[config.mk]
export PLATFORM = sky130hd
export DESIGN_NAME = systolic_drain_ctrl_flat
export DESIGN_NICKNAME = d
export VERILOG_FILES = /design/src/rtl/systolic_drain_if.sv /design/src/rtl/systolic_drain_ctrl.sv /design/src/flat_wrapper.sv
export SDC_FILE = /design/constraint.sdc
export NUM_CORES = 1
export LEC_CHECK = 0
export ABC_AREA = 1
export ABC_CLOCK_PERIOD_IN_PS = 7800
export BUFFER_PORTS_ARGS = -buffer_cell sky130_fd_sc_hd__clkbuf_2
export CAP_MARGIN = 10
export CORE_UTILIZATION = 35
export CTS_BUF_LIST = sky130_fd_sc_hd__clkbuf_2 sky130_fd_sc_hd__clkbuf_4 sky130_fd_sc_hd__clkbuf_8
export DETAILED_ROUTE_END_ITERATION = 8
export PLACE_DENSITY = 0.58
export SYNTH_ARGS = -nofsm -noshare
export SYNTH_HDL_FRONTEND = slang
export SYNTH_SLANG_ARGS = --single-unit
[constraint.sdc]
create_clock -name clk -period 7.8 [get_ports clk]
set_clock_uncertainty 0.2 [all_clocks]
set_input_delay 0 -clock clk [delete_from_list [all_inputs] [get_ports clk]]
set_output_delay 0 -clock clk [all_outputs]
set_load 0.02 [all_outputs]
[src/rtl/systolic_drain_if.sv]
// Signal bundle linking the drain controller to the PE array controls and the output beat stream.
// The master modport is the controller side.
interface systolic_drain_if #(
   parameter int ROWS = 4,
   parameter int COLS = 4
);
   localparam int ROW_W = (ROWS > 1) ? $clog2(ROWS) : 1;

   logic                 start;
   logic                 busy;
   logic                 done;
   logic                 pe_load_sum;
   logic                 pe_stall;
   logic [COLS*32-1:0]   pe_top_sum_in;
   logic [COLS*32-1:0]   pe_bottom_sum;
   logic                 out_valid;
   logic                 out_ready;
   logic [COLS*32-1:0]   out_data;
   logic [ROW_W-1:0]     out_row;
   logic                 out_last;

   modport master (
      input  start,
      output busy, done,
      output pe_load_sum, pe_stall, pe_top_sum_in,
      input  pe_bottom_sum,
      output out_valid,
      input  out_ready,
      output out_data, out_row, out_last
   );

   modport slave (
      output start,
      input  busy, done,
      input  pe_load_sum, pe_stall, pe_top_sum_in,
      output pe_bottom_sum,
      input  out_valid,
      output out_ready,
      input  out_data, out_row, out_last
   );
endinterface

[src/rtl/systolic_drain_ctrl.sv]
// Shifts finished sums out of the bottom of an output-stationary PE array, one row per cycle,
// and streams them (row ROWS-1 first) through a small first-word-fall-through buffer.
module systolic_drain_ctrl #(
   parameter int ROWS       = 4,
   parameter int COLS       = 4,
   parameter int FIFO_DEPTH = 2
) (
   input  logic              clk,
   input  logic              reset,
   systolic_drain_if.master  io_drain
);
   localparam int ROW_W = (ROWS > 1) ? $clog2(ROWS) : 1;
   localparam int PTR_W = (FIFO_DEPTH > 1) ? $clog2(FIFO_DEPTH) : 1;
   localparam int CNT_W = $clog2(FIFO_DEPTH + 1);
   localparam int SHF_W = $clog2(ROWS + 1);
   localparam int DW    = COLS * 32;

   typedef enum logic [1:0] {
      S_IDLE,
      S_DRAIN,
      S_FLUSH
   } state_t;

   state_t             r_state;
   logic               r_busy;
   logic               r_done;
   logic               r_load_sum;
   logic               r_stall;
   logic [SHF_W-1:0]   r_shift_cnt;

   logic [CNT_W-1:0]   r_count;
   logic [PTR_W-1:0]   r_wr_ptr;
   logic [PTR_W-1:0]   r_rd_ptr;
   logic [DW-1:0]      r_mem_data [FIFO_DEPTH];
   logic [ROW_W-1:0]   r_mem_row  [FIFO_DEPTH];

   logic               w_push;
   logic               w_pop;
   logic               w_valid;
   logic [CNT_W-1:0]   w_count_nxt;
   logic [SHF_W-1:0]   w_shift_nxt;
   logic [ROW_W-1:0]   w_push_row;
   logic [PTR_W-1:0]   w_wr_ptr_inc;
   logic [PTR_W-1:0]   w_rd_ptr_inc;
   logic [ROW_W-1:0]   w_head_row;

   // A cycle with load_sum high is exactly a cycle that captures the bottom row.
   assign w_push     = r_load_sum;
   assign w_valid    = (r_count != '0);
   assign w_pop      = w_valid && io_drain.out_ready;
   assign w_head_row = r_mem_row[r_rd_ptr];

   // NOTE: every variable gets a default at the top of always_comb so no latch is inferred.
   always_comb begin
      w_count_nxt  = r_count;
      w_shift_nxt  = r_shift_cnt;
      w_wr_ptr_inc = (r_wr_ptr == PTR_W'(FIFO_DEPTH - 1)) ? '0 : r_wr_ptr + PTR_W'(1);
      w_rd_ptr_inc = (r_rd_ptr == PTR_W'(FIFO_DEPTH - 1)) ? '0 : r_rd_ptr + PTR_W'(1);
      w_push_row   = ROW_W'(ROWS - 1 - int'(r_shift_cnt));
      if (w_push && !w_pop) begin
         w_count_nxt = r_count + CNT_W'(1);
      end else if (!w_push && w_pop) begin
         w_count_nxt = r_count - CNT_W'(1);
      end
      if (w_push) begin
         w_shift_nxt = r_shift_cnt + SHF_W'(1);
      end
   end

   // Array controls are registered, so they are decided one cycle ahead from the
   // occupancy the buffer will hold next cycle.
   // NOTE: sequential state uses non-blocking assignments only, so every register sees
   // the pre-edge value of every other register regardless of statement order.
   always_ff @(posedge clk) begin
      if (reset) begin
         r_state     <= S_IDLE;
         r_busy      <= 1'b0;
         r_done      <= 1'b0;
         r_load_sum  <= 1'b0;
         r_stall     <= 1'b0;
         r_shift_cnt <= '0;
      end else begin
         r_done     <= 1'b0;
         r_load_sum <= 1'b0;
         r_stall    <= 1'b0;
         case (r_state)
            S_IDLE: begin
               if (io_drain.start) begin
                  r_state     <= S_DRAIN;
                  r_busy      <= 1'b1;
                  r_shift_cnt <= '0;
                  r_load_sum  <= 1'b1;
               end
            end
            S_DRAIN: begin
               r_shift_cnt <= w_shift_nxt;
               if (w_shift_nxt == SHF_W'(ROWS)) begin
                  r_state <= S_FLUSH;
               end else if (w_count_nxt < CNT_W'(FIFO_DEPTH)) begin
                  r_load_sum <= 1'b1;
               end else begin
                  r_stall <= 1'b1;
               end
            end
            S_FLUSH: begin
               if (w_pop && (w_head_row == '0)) begin
                  r_state <= S_IDLE;
                  r_busy  <= 1'b0;
                  r_done  <= 1'b1;
               end
            end
            default: begin
               r_state <= S_IDLE;
               r_busy  <= 1'b0;
            end
         endcase
      end
   end

   always_ff @(posedge clk) begin
      if (reset) begin
         r_count  <= '0;
         r_wr_ptr <= '0;
         r_rd_ptr <= '0;
      end else begin
         r_count <= w_count_nxt;
         if (w_push) begin
            r_wr_ptr <= w_wr_ptr_inc;
         end
         if (w_pop) begin
            r_rd_ptr <= w_rd_ptr_inc;
         end
      end
   end

   // NOTE: buffer storage has no reset; r_count alone says which entries are meaningful.
   always_ff @(posedge clk) begin
      if (w_push) begin
         r_mem_data[r_wr_ptr] <= io_drain.pe_bottom_sum;
         r_mem_row[r_wr_ptr]  <= w_push_row;
      end
   end

   assign io_drain.busy          = r_busy;
   assign io_drain.done          = r_done;
   assign io_drain.pe_load_sum   = r_load_sum;
   assign io_drain.pe_stall      = r_stall;
   assign io_drain.pe_top_sum_in = '0;
   assign io_drain.out_valid     = w_valid;
   assign io_drain.out_data      = w_valid ? r_mem_data[r_rd_ptr] : '0;
   assign io_drain.out_row       = w_valid ? w_head_row : '0;
   assign io_drain.out_last      = w_valid && (w_head_row == '0);
endmodule

[src/flat_wrapper.sv]
// flat-port wrapper written by rule: the top's interface ports become plain ports
module systolic_drain_ctrl_flat 
#(
   parameter int ROWS       = 4,
   parameter int COLS       = 4,
   parameter int FIFO_DEPTH = 2
)
  (clk, reset, io_drain_start, io_drain_busy, io_drain_done, io_drain_pe_load_sum, io_drain_pe_stall, io_drain_pe_top_sum_in, io_drain_pe_bottom_sum, io_drain_out_valid, io_drain_out_ready, io_drain_out_data, io_drain_out_row, io_drain_out_last);
  systolic_drain_if #(.ROWS(ROWS), .COLS(COLS)) io_drain_i ();
  input  logic clk;
  input  logic reset;
  input wire logic [$bits(io_drain_i.start)-1:0] io_drain_start;
  output wire logic [$bits(io_drain_i.busy)-1:0] io_drain_busy;
  output wire logic [$bits(io_drain_i.done)-1:0] io_drain_done;
  output wire logic [$bits(io_drain_i.pe_load_sum)-1:0] io_drain_pe_load_sum;
  output wire logic [$bits(io_drain_i.pe_stall)-1:0] io_drain_pe_stall;
  output wire logic [$bits(io_drain_i.pe_top_sum_in)-1:0] io_drain_pe_top_sum_in;
  input wire logic [$bits(io_drain_i.pe_bottom_sum)-1:0] io_drain_pe_bottom_sum;
  output wire logic [$bits(io_drain_i.out_valid)-1:0] io_drain_out_valid;
  input wire logic [$bits(io_drain_i.out_ready)-1:0] io_drain_out_ready;
  output wire logic [$bits(io_drain_i.out_data)-1:0] io_drain_out_data;
  output wire logic [$bits(io_drain_i.out_row)-1:0] io_drain_out_row;
  output wire logic [$bits(io_drain_i.out_last)-1:0] io_drain_out_last;
  assign io_drain_i.start = io_drain_start;
  assign io_drain_busy = io_drain_i.busy;
  assign io_drain_done = io_drain_i.done;
  assign io_drain_pe_load_sum = io_drain_i.pe_load_sum;
  assign io_drain_pe_stall = io_drain_i.pe_stall;
  assign io_drain_pe_top_sum_in = io_drain_i.pe_top_sum_in;
  assign io_drain_i.pe_bottom_sum = io_drain_pe_bottom_sum;
  assign io_drain_out_valid = io_drain_i.out_valid;
  assign io_drain_i.out_ready = io_drain_out_ready;
  assign io_drain_out_data = io_drain_i.out_data;
  assign io_drain_out_row = io_drain_i.out_row;
  assign io_drain_out_last = io_drain_i.out_last;
  systolic_drain_ctrl #(.ROWS(ROWS), .COLS(COLS), .FIFO_DEPTH(FIFO_DEPTH)) u_core (.clk(clk), .reset(reset), .io_drain(io_drain_i));
endmodule
==> results of run 1 <==
cell type report:
| class | count | area share |
|---|---|---|
| Tap cell | 402 | 0.0316 |
| Clock buffer | 63 | 0.0482 |
| Clock inverter | 20 | 0.00644 |
| Sequential cell | 274 | 0.508 |
| Inverter | 17 | 0.00456 |
| Timing Repair Buffer | 529 | 0.248 |
| Multi-Input combinational cell | 578 | 0.154 |
cells in the final DEF (no fill, tap or decap), drive strengths merged:
cell type,Yosys,layout
nor2,268,268
edfxtp,260,260
o21ai,132,132
conb,1,128
a21oi,9,9
buf,147,6
ha,4,4
clkbuf,25,330
nand2,24,24
dlygate4sd3,0,256
or2,1,1
a21boi,1,1
clkinvlp,0,3
xor2,1,1
inv,17,17
xnor2,1,1
nor3,2,2
nor4,1,1
dfxtp,14,14
nand3,4,4
clkinv,0,17
nor3b,2,2
report_power, final:
group	internal, mW	switching (mW)	leakage [nW]	total, mW
Clock	0.640	0.571	0.460	1.21
Combinational	0.186	0.352	3.73	0.538
Sequential	1.70	0.0235	2.50	1.72
worst min-delay path by stage:
stage	start	to
6_report	io_drain_pe_bottom_sum[93]	u_core.r_mem_data[1][93]
5_1_grt	io_drain_pe_bottom_sum[93]	u_core.r_mem_data[1][93]
4_1_cts	io_drain_pe_bottom_sum[3]	u_core.r_mem_data[0][3]
3_5_place_dp	io_drain_pe_bottom_sum[118]	u_core.r_mem_data[0][118]
3_3_place_gp	io_drain_pe_bottom_sum[4]	u_core.r_mem_data[0][4]
2_1_floorplan	reset	register
stage by stage:
stage	hold slack, ps	area, sq um	utilization	total power [mW]	setup WS (ps)
after floorplan	-124	11800	-	2.09	837
after global placement	-10.5	12500	0.395	2.18	4830
after detailed placement	-7.76	12500	0.395	2.19	4800
after CTS	1.45	15900	0.503	3.51	4260
after global routing	2.83	15900	0.503	3.63	4060
final	6.08	15900	0.503	3.47	4310
cells in the mapped netlist:
cell type / n
a21boi_2: 1
dfxtp_1: 14
nand2_2: 4
conb_1: 1
buf_2: 10
buf_6: 3
nor3b_1: 2
a21oi_2: 1
clkbuf_2: 1
buf_4: 134
clkbuf_1: 24
nand2_1: 20
nor2_1: 268
xnor2_1: 1
nand3_2: 1
o21ai_0: 132
inv_1: 16
nor4_1: 1
nand3_1: 3
xor2_1: 1
edfxtp_1: 260
or2_2: 1
a21oi_1: 8
ha_1: 4
nor3_1: 2
inv_4: 1
flip-flops by register name, indices dropped and copies added (netlist names), named ones only:
signal and flops:
u_core.r_rd_ptr 1, u_core.io_drain.done 1, u_core.r_mem_row 4, u_core.io_drain.pe_load_sum 1, u_core.io_drain.pe_stall 1, u_core.io_drain.busy 1
u_core.r_mem_data 256, u_core.r_state 2, u_core.r_wr_ptr 1, u_core.r_shift_cnt 3, u_core.r_count 2
cell families after synthesis:
kind of cell / after synthesis
xor gates and xnor gates: 2
and+or+nand+nor: 302
buffers and inverters: 189
other: 1
AOI/OAI and AO/OA: 142
adders and majority gates: 4
DFF: 274
critical path, cell delays in order (launching register included):
cell and delay, ps:
dfxtp_4 520, inv_4 530, buf_4 780, nand2_1 150
nand2_2 130, nand3_2 80, nand2_2 80, nand2_1 50
nand2_1 70, a21oi_2 40, dlygate4sd3_1 560
metal layers:
layer | vias up | wire [um] | GRT usage
met1 | 3817 | 10800 | 0.185
met2 | 328 | 13600 | 0.285
met3 | 61 | 2270 | 0.0550
met4 | 2 | 632 | 0.0536
met5 | - | 11 | 0
li1 | 3950 | - | -
==> impl_metrics.ini, run 1 <==
[finish]
fillers = 2772
drive_above_1_share = 0.243
layout.nets = 1582
syn2layout_area_growth_pct = 40.9
multi_input_area_sq_um = 2440
n_antenna_cell = 0
seqCellArea_sq_um = 8090
final_cells = 1883

[logic_synthesis]
synthSimpleGateAreaFrac = 0.103
yosysSeqAreaShare = 0.716
syn-cell-area_sq_um = 11300
synth_top_family_by_area = buffers and inverters
synth-compound-area-share = 0.0638
syn_area_per_cell_sq_um = 12.4
yosysTopAreaCellShare = 0.691
synthAdderAreaFrac = 0.00443
synth_seq_cells = 274
yosys_warnings = 0
synth_xor_area_frac = 0.00155
ys_top_cells_by_area = edfxtp_1 69%, buf_4 8.9%, nor2_1 8.9%
synth_cells = 914
synth.area.mux_share = 0
yosysUniqueCellTypes = 26
yosysTopAreaCell = edfxtp_1

[route]
drc = 0
wl_per_cell_um = 14.5
drt_iter0_drc = 393
drt-total-wl_um = 27400
ant_nets = 0
first_pass_iters = 5
vias = 8158
vias_per_cell = 4.33

[setup_path]
critPathKind = reg -> reg
endpoint = u_core.io_drain.busy
reg2reg_depth = 10
r2r_end = u_core.io_drain.busy
critical_path.max_fanout = 81
critPathRequiredTime_ps = 8030
rrSetupSlack_ps = 4310
start_kind = register
endpoint_kind = register
worstPathArrival_ps = 3720

[sta]
finalHoldViolCount = 0
rsz0062_at_grt = no
fmax_mhz = 287
period_share = 0.447
final.setup.tns_ps = 0
worst_slew_pin_slew_ps = 1050
maxSlewViolCount = 0
final.min_clock_period_ps = 3490
setup_viol = 0
slew_headroom = 0.303

[clocking]
clock_latency_ps = 540
cts_buffers = 46
cts_sinks = 274
cts_root_buffer = clkbuf_8
max-clock-path-buffers = 3
cts_setup_buffers = 0
post_cts_resized = 0
postCtsHoldBufs = 256
tritoncts = yes
clkTransAtPathRegs_ps = 60
htree_levels = 2

[global_route]
grt_usage = 0.162
grt_pass1_vias = 8264
grt_pass1_wl_um = 42400
grt_antenna_before_repair = 1
grt_max_degree = 82
grt_overflow_total = 0

[floorplan]
die_area_sq_um = 33000
core_area_sq_um = 31600
pin_count = 396
initial_core_util = 0.357
die_x_um = 182
num_rows = 65
die_y_um = 182

[place]
numPortBuffers = 267
dp_hpwl_um = 15000
place_inst = 1544
place_congestion = 0.734

[power_and_ir_drop]
power-per-cell-area_nw_per_um2 = 218
vdd_ir_drop_max_mv = 0.192
leakagePower_nw = 6.69

[min_path]
holdPathStages = 2
hp-class = in -> reg

[status]
status = completed

[job]
max_cap_viol_count = 0
(Power assumes the default switching activity.)
==> run 2, diff against run 1 <==
ABC_CLOCK_PERIOD_IN_PS = 2900   (was 7800)
PLACE_DENSITY = 0.61   (was 0.58)
clock period = 2.9 ns   (was 7.8 ns; I/O delays follow)
==> impl_metrics.ini, run 2 (synthesized netlist as in run 1, its figures left out) <==
[floorplan]
die_area_sq_um = 33000
core_area_sq_um = 31600
die_y_um = 182
initial_core_util = 0.357
num_rows = 65
die_x_um = 182
pin_count = 396

[sta]
period_share = 0.910
final.min_clock_period_ps = 2640
worst_slew_pin_slew_ps = 677
setup_viol = 0
worst_hold_slack_ps = 33.2
fmax_mhz = 379
finalHoldViolCount = 0
final.setup.tns_ps = 0
maxSlewViolCount = 0
rsz0062_at_grt = no
slew_headroom = 0.548

[clocking]
htree_levels = 2
cts_setup_buffers = 0
clock_latency_ps = 540
cts_sinks = 274
cts_buffers = 46
tritoncts = yes
clkTransAtPathRegs_ps = 60
max-clock-path-buffers = 3
cts_root_buffer = clkbuf_8

[route]
vias_per_cell = 4.41
first_pass_iters = 4
ant_nets = 0
drt-total-wl_um = 28200
drc = 0
wl_per_cell_um = 14.9
vias = 8352
drt_iter0_drc = 388

[global_route]
grt_overflow_total = 0
grt_usage = 0.168
grt_pass1_wl_um = 43600
grt_pass1_vias = 8517
grt_max_degree = 75
grt_antenna_before_repair = 3

[place]
place_area_sq_um = 12700
place_congestion = 0.723
dp_hpwl_um = 16200
numPortBuffers = 267

[min_path]
hp-class = in -> reg

[setup_path]
critPathKind = reg -> out
start_kind = register
endpoint_kind = output pin
rrSetupSlack_ps = 400
critical_path.max_fanout = 55
critPathRequiredTime_ps = 2700
worstPathArrival_ps = 2440

[finish]
final_cell_mix = 267 x nor2_1, 267 x clkbuf_2, 260 x edfxtp_1
drive_above_1_share = 0.252
multi_input_area_sq_um = 2450
top_register = u_core.r_mem_data
seqCellArea_sq_um = 8100
largest_reg_flops = 256
final_area_sq_um = 16200
fillers = 2702
syn2layout_area_growth_pct = 43.0
top_regs = u_core.r_mem_data x256, u_core.r_mem_row x4, u_core.r_shift_cnt x3
layout.nets = 1592

[status]
status = completed

[power_and_ir_drop]
leakagePower_nw = 6.80
power-per-cell-area_nw_per_um2 = 596
vdd_ir_drop_max_mv = 0.525

[job]
max_cap_viol_count = 0
==> run 2: worst paths after layout <==
check / from / end / cells past startpoint
worst max-delay path: register / io_drain_out_data[23] / 4
worst min-delay path: io_drain_pe_bottom_sum[23] / u_core.r_mem_data[0][23] / 2
worst max register to register: register / u_core.io_drain.busy / 9
worst min register to register: u_core.r_shift_cnt[1] / u_core.r_shift_cnt[1] / 2
==> run 2: layer usage <==
metal | vias up | part of all wire | track usage | routed length (um)
li1 | 3980 | - | - | -
met1 | 3963 | 0.39 | 0.181 | 10900
met2 | 341 | 0.51 | 0.310 | 14500
met3 | 68 | 0.067 | 0.0451 | 1880
met4 | 0 | 0.031 | 0.0651 | 873
met5 | - | 0 | 0 | 0
==> run 2: area by class of cell <==
cell class	instances	area share
Inverter	17	0.00457
Clock inverter	14	0.00751
Sequential cell	274	0.501
Antenna cell	3	0.000465
Clock buffer	67	0.0505
Tap cell	402	0.0311
Timing Repair Buffer	539	0.253
Multi-Input combinational cell	578	0.151
==> run 2: what timing repair did <==
action | 4_1_cts | 5_1_grt
resized for setup | 0 | 0
hold buffers | 256 | 0
hold endpoints to repair | 270 | 0
==> run 2: report_power, final <==
group / switching, mW / total [mW] / internal (mW)
clock: 1.53 / 3.52 / 1.98
sequential: 0.0656 / 4.62 / 4.56
combinational: 0.961 / 1.49 / 0.530
==> run 2: critical path: stages (launching register included) <==
cell and delay (ps):
dfxtp_4 700, buf_4 570, o21ai_0 180, nor2_1 210, clkbuf_2 210
==> run 2: metrics by stage <==
stage | std cells | setup slack [ps] | power (mW) | utilization
after floorplan | 1041 | -183 | 5.60 | -
after global placement | 1554 | 751 | 5.91 | 0.400
after detailed placement | 1554 | 747 | 5.92 | 0.400
after CTS | 1891 | 140 | 9.72 | 0.511
after global routing | 1894 | 57.3 | 10.0 | 0.511
final | 1894 | 261 | 9.63 | 0.511
